## src/rtl/snake_input_conditioner.sv

```systemverilog
// snake_input_conditioner: synchronise/debounce six buttons, emit start/pause pulses and a committed heading
// Direction requests are rate-limited to one committed turn plus one queued turn per movement step.
module snake_input_conditioner #(
  parameter int DEBOUNCE_CYCLES = 250000
) (
  input  logic       clk,
  input  logic       rst_n,
  input  logic       btn_start,
  input  logic       btn_pause,
  input  logic       btn_up,
  input  logic       btn_down,
  input  logic       btn_left,
  input  logic       btn_right,
  input  logic       dir_init,
  input  logic       dir_en,
  input  logic       move_tick,
  output logic       start_pulse,
  output logic       pause_pulse,
  output logic [1:0] dir,
  output logic       dir_changed
);
  localparam int CW = $clog2(DEBOUNCE_CYCLES + 1);
  localparam logic [CW-1:0] LAST = CW'(DEBOUNCE_CYCLES - 1);

  logic [5:0]    raw, sync1_q, sync2_q, deb_q, deb_d, prev_q, arm_q, arm_d, press;
  logic [CW-1:0] cnt_q [6];
  logic [CW-1:0] cnt_d [6];
  logic [1:0]    prime_q, prime_d;
  logic [1:0]    req, dir_q, dir_d, pend_q, pend_d;
  logic          req_v, turned_q, turned_d, pv_q, pv_d, chg_q, chg_d, dchg_q;
  logic          start_q, pause_q;

  assign raw = {btn_right, btn_left, btn_down, btn_up, btn_pause, btn_start};

  // A button only arms once a real (post-reset) low sample is seen, so a button held through reset stays silent
  always_comb begin
    for (int i = 0; i < 6; i++) begin
      cnt_d[i] = (sync2_q[i] == deb_q[i] || cnt_q[i] == LAST) ? '0 : cnt_q[i] + CW'(1);
      deb_d[i] = (sync2_q[i] != deb_q[i] && cnt_q[i] == LAST) ? ~deb_q[i] : deb_q[i];
    end
    arm_d   = arm_q | ({6{prime_q[1]}} & ~deb_q & ~sync2_q);
    prime_d = {prime_q[0], 1'b1};
  end

  assign press = deb_q & ~prev_q & arm_q;
  assign req_v = dir_en & |press[5:2];
  assign req   = press[2] ? 2'd0 : press[5] ? 2'd1 : press[3] ? 2'd2 : 2'd3;

  // Valid turns are exactly the perpendicular ones, i.e. those differing in bit 0
  always_comb begin
    dir_d    = dir_q;
    turned_d = turned_q;
    pend_d   = pend_q;
    pv_d     = pv_q;
    if (dir_init) begin
      dir_d    = 2'd1;
      turned_d = 1'b0;
      pv_d     = 1'b0;
    end else if (move_tick && pv_q) begin
      dir_d    = pend_q;
      turned_d = 1'b1;
      pv_d     = req_v && (req[0] ^ pend_q[0]);
      pend_d   = pv_d ? req : pend_q;
    end else if ((move_tick || !turned_q) && req_v && (req[0] ^ dir_q[0])) begin
      dir_d    = req;
      turned_d = 1'b1;
    end else if (move_tick) begin
      turned_d = 1'b0;
    end else if (req_v && (req[0] ^ dir_q[0])) begin
      pend_d = req;
      pv_d   = 1'b1;
    end
    chg_d = (dir_d != dir_q) && !dir_init;
  end

  always_ff @(posedge clk or negedge rst_n) begin
    if (!rst_n) begin
      sync1_q  <= '0;
      sync2_q  <= '0;
      deb_q    <= '0;
      prev_q   <= '0;
      arm_q    <= '0;
      prime_q  <= '0;
      for (int i = 0; i < 6; i++) cnt_q[i] <= '0;
      start_q  <= 1'b0;
      pause_q  <= 1'b0;
      dir_q    <= 2'd1;
      turned_q <= 1'b0;
      pend_q   <= 2'd0;
      pv_q     <= 1'b0;
      chg_q    <= 1'b0;
      dchg_q   <= 1'b0;
    end else begin
      sync1_q  <= raw;
      sync2_q  <= sync1_q;
      deb_q    <= deb_d;
      prev_q   <= deb_q;
      arm_q    <= arm_d;
      prime_q  <= prime_d;
      for (int i = 0; i < 6; i++) cnt_q[i] <= cnt_d[i];
      start_q  <= press[0];
      pause_q  <= press[1];
      dir_q    <= dir_d;
      turned_q <= turned_d;
      pend_q   <= pend_d;
      pv_q     <= pv_d;
      chg_q    <= chg_d;
      dchg_q   <= chg_q;
    end
  end

  assign start_pulse = start_q;
  assign pause_pulse = pause_q;
  assign dir         = dir_q;
  assign dir_changed = dchg_q;
endmodule

```

## config.mk

```make
export PLATFORM = sky130hd
export DESIGN_NAME = snake_input_conditioner
export DESIGN_NICKNAME = d
export VERILOG_FILES = /design/src/rtl/snake_input_conditioner.sv
export SDC_FILE = /design/constraint.sdc
export NUM_CORES = 1
export LEC_CHECK = 0
export ABC_AREA = 0
export BUFFER_PORTS_ARGS = -buffer_cell sky130_fd_sc_hd__buf_2
export CORE_AREA = 4 4 96 166
export CTS_CLUSTER_DIAMETER = 200
export CTS_CLUSTER_SIZE = 14
export DETAILED_ROUTE_END_ITERATION = 12
export DIE_AREA = 0 0 100 170
export PLACE_DENSITY = 0.68
export SYNTH_ARGS = -nofsm -noshare
export SYNTH_HDL_FRONTEND = slang
export SYNTH_SLANG_ARGS = --single-unit
```

## constraint.sdc

```tcl
create_clock -name clk -period 3.5 [get_ports clk]
set_input_delay 0.175 -clock clk [delete_from_list [all_inputs] [get_ports clk]]
set_output_delay 0.175 -clock clk [all_outputs]
set_load 0.05 [all_outputs]
```

==> metrics.cfg <==
[run_status]
outcome=completed

[yosys]
synthSimpleGateAreaFrac_pct=23.4
synth_top_family_by_area=simple AND/OR/NAND/NOR gates
syn_avg_cell_area_um2=10.5
yosys-top-cells-area=dfrtp_1 55%, nor2_1 7.8%, xnor2_1 7.3%
synth.area.mux_share_pct=1.85
ys_seq_elements=150
netlist_instances=642
synth_top_area_share_pct=55.1
synth_adder_area_share_pct=1.11
yosysSeqAreaShare_pct=55.5
synthesis.area_um2=6760
synth_edf_count=0
yosysMostFrequentCell=dfrtp_1
ys_warn_count=0
synthXorXnorAreaFrac_pct=13.6
synthFlopType=dfrtp_1
synth_compound_area_share_pct=2.63
synth_async_sr_flop_share_pct=100
yosysUniqueCellTypes=50
synthTopCellsByCount=149 x dfrtp_1, 141 x nor2_1, 56 x xnor2_1
synth_fp_nets=659
synth_top_area_cell=dfrtp_1

[global_route]
grt_pass1_wl_um=22000
grt.overflow.total=0
grt_usage_pct=15.8
grt_max_degree=101
grt_antenna_before_repair=0
grt_pass1_vias=4868

[place]
io_buffers=15
hpwl_um=8350
gp_congestion=0.812

[setup_path]
required_ns=3.77
r2r_end=cnt_q[100]
worstSetupPathType=flip-flop to flip-flop
arrival_ns=2.44
worstPathMaxFanout=18
ff2ff_setup_slack_ns=1.33
crit_slowest_cell=or2_1
r2r_start=cnt_q[90]
start_kind=flip-flop
crit_buf_inv=0
worst-path-stages=5
cp-end-kind=flip-flop
critPathLaunch=cnt_q[90]
crit_end=cnt_q[100]
cp_slowest_stage_delay_ns=0.56
reg2regPathDepth=5
critical_path.top_delay_family=simple AND/OR/NAND/NOR gates
path_cells=ha_1 > nand3_1 > nor4_1 > or2_1 > nor2_1

[timing]
slew_headroom_pct=38.8
slew_viol_final=0
grt_setup_unrepaired=false
fin_crit_sh_pct=61.9
final-hold-violation-count=0
tightest_slew_ns=0.918
setup_violations=0
fin_tns_setup_ns=0
fin_crit_ns=2.17
fin_skew_ns=0.00852
fmax_ghz=0.462

[power]
power_frac_comb_pct=2.7
p_leak_uw=0.00327
switching_share_pct=22.0
clkPwrFrac_pct=49.6
p_switching_uw=823
seq_power_share_pct=47.7
peakVddDrop_mv=0.347
p_int_uw=2910
powerDensity_nw_per_um2=486

[cells_and_area]
final_layout_size_suffix_gt1_share_pct=9.90
layout.nets=691
num_antenna_cells=0
fin_util_pct=52.3
area_growth_pct=13.7
fillers=1274

[routing]
viasPerCell=5.26
drcViolationCount=0
dr.pass1.iters=6
ant_nets=0
routed_wirelength_um=12300
drtIter0Drc=191
wire_per_inst_um=14.1
vias=4579

[die]
pin_count=16
core-area_um2=14700
initial_core_util_pct=46.0
die_w_um=100
die-area_um2=17000
die_h_um=170
rows=59

[clock_network]
ctsResizeCount=0
path_clk_slew_ns=0.06
clk_latency_ns=0.42
htreeDepth=4
root_buffer=clkbuf_16
cts_buffers=17
clockBufferDepth=2
numClockSinks=150
cts_tree=done
post_cts_buffers=0

[run]
max-cap-violations=0

[worst_hold_path]
hold_path_class=input pin to flip-flop

==> state kept, by name (all words and copies together), names as in the netlist, 2 cells and up <==
name and count:
pend_q 2, deb_q 6, arm_q 6, prev_q 6, dir 2, sync2_q 6, prime_q 2, sync1_q 6
cnt_q 108
==> routing by layer <==
layer / GRT usage, % / wire (um)
met1: 18.4 / 5030
met2: 28.8 / 6830
met4: 5.69 / 159
met5: 0 / 0
met3: 2.99 / 244
==> layout make-up <==
class | count | area (um^2) | area share (%)
flip-flops and latches | 150 | 3750 | 48.9
repair buffers | 24 | 166 | 2.17
clock buffers | 21 | 470 | 6.12
well taps | 183 | 229 | 2.98
clock inverters | 11 | 139 | 1.81
inverters | 12 | 45.0 | 0.586
multi-input cells | 469 | 2880 | 37.5
==> placed cells by master, fill, tap and decap left out, types with 2 or more instances in the layout <==
cell type,synthesis,final
dfrtp_1,149,149
nor2_1,141,141
xnor2_1,56,56
nand3_1,51,51
xor2_1,49,49
nand2_1,36,36
nor4_1,22,22
clkbuf_16,0,17
nor3_1,16,16
nand4_1,15,15
buf_2,6,14
inv_1,12,12
nand2b_1,8,8
dlygate4sd3_1,0,7
mux2_2,6,6
ha_1,6,6
clkinv_4,0,6
nor2b_1,5,5
nor3b_1,5,5
and4_1,5,5
or2_2,4,4
and3_1,4,4
mux2_1,3,3
a21o_1,3,3
nand3b_1,3,3
or2_1,3,3
clkbuf_8,0,3
inv_6,0,3
o41ai_1,2,2
o21ai_1,2,2
and3b_4,2,2
and3b_1,2,2
nor4b_1,2,2
bufinv_16,0,2
buf_4,1,2
==> worst register-to-register path, stage by stage, from the launching register on <==
cell     delay, ns
dfrtp_1       0.40
ha_1          0.20
nand3_1       0.25
nor4_1        0.47
or2_1         0.56
nor2_1        0.14
==> power by group through the flow <==
stage / combinational [uW] / sequential (uW) / clock (uW)
after floorplan: 51.2 / 1810 / 0
after global placement: 94.4 / 1810 / 0
after detailed placement: 99.3 / 1810 / 0
after CTS: 107 / 1780 / 1900
after global routing: 121 / 1780 / 1980
final: 102 / 1780 / 1850
==> cell families (layout without fill, tap and decap cells) <==
kind of cell / Yosys count / count (layout)
other: 1 / 1
AND/OR/NAND/NOR: 328 / 328
flip-flops: 150 / 150
multiplexers: 11 / 11
AO/OA/AOI/OAI: 18 / 18
XOR/XNOR: 105 / 105
buffers and inverters: 23 / 68
adder cells (fa/ha/maj): 6 / 6
==> timing repair <==
item,in CTS,in global routing
hold buffers,7,0
setup endpoints to repair,0,0
endpoints found under the hold margin,104,0
==> how the worst min path moves through the flow <==
stage,start,endpoint,slack [ns],cells after the start
after floorplan,rst_n,arm_q[0],-0.12,0
after global placement,btn_right,sync1_q[5],0.28,1
after detailed placement,btn_right,sync1_q[5],0.28,1
after CTS,dir_init,turned_q,0.02,2
after global routing,dir_init,turned_q,0.03,2
final,dir_init,turned_q,0.03,2
==> stage by stage <==
stage | instance area [um^2] | hold WS, ns | total power (uW) | instances | setup WS [ns]
detailed placement | 7010 | 0.285 | 1910 | 831 | 1.33
finish | 7690 | 0.0268 | 3740 | 870 | 1.33
CTS | 7690 | 0.0158 | 3780 | 870 | 1.32
global placement | 7010 | 0.283 | 1900 | 831 | 1.43
floorplan | 6760 | -0.121 | 1860 | 642 | 1.74
global route | 7690 | 0.0300 | 3880 | 870 | 1.14
(Power assumes the default switching activity.)
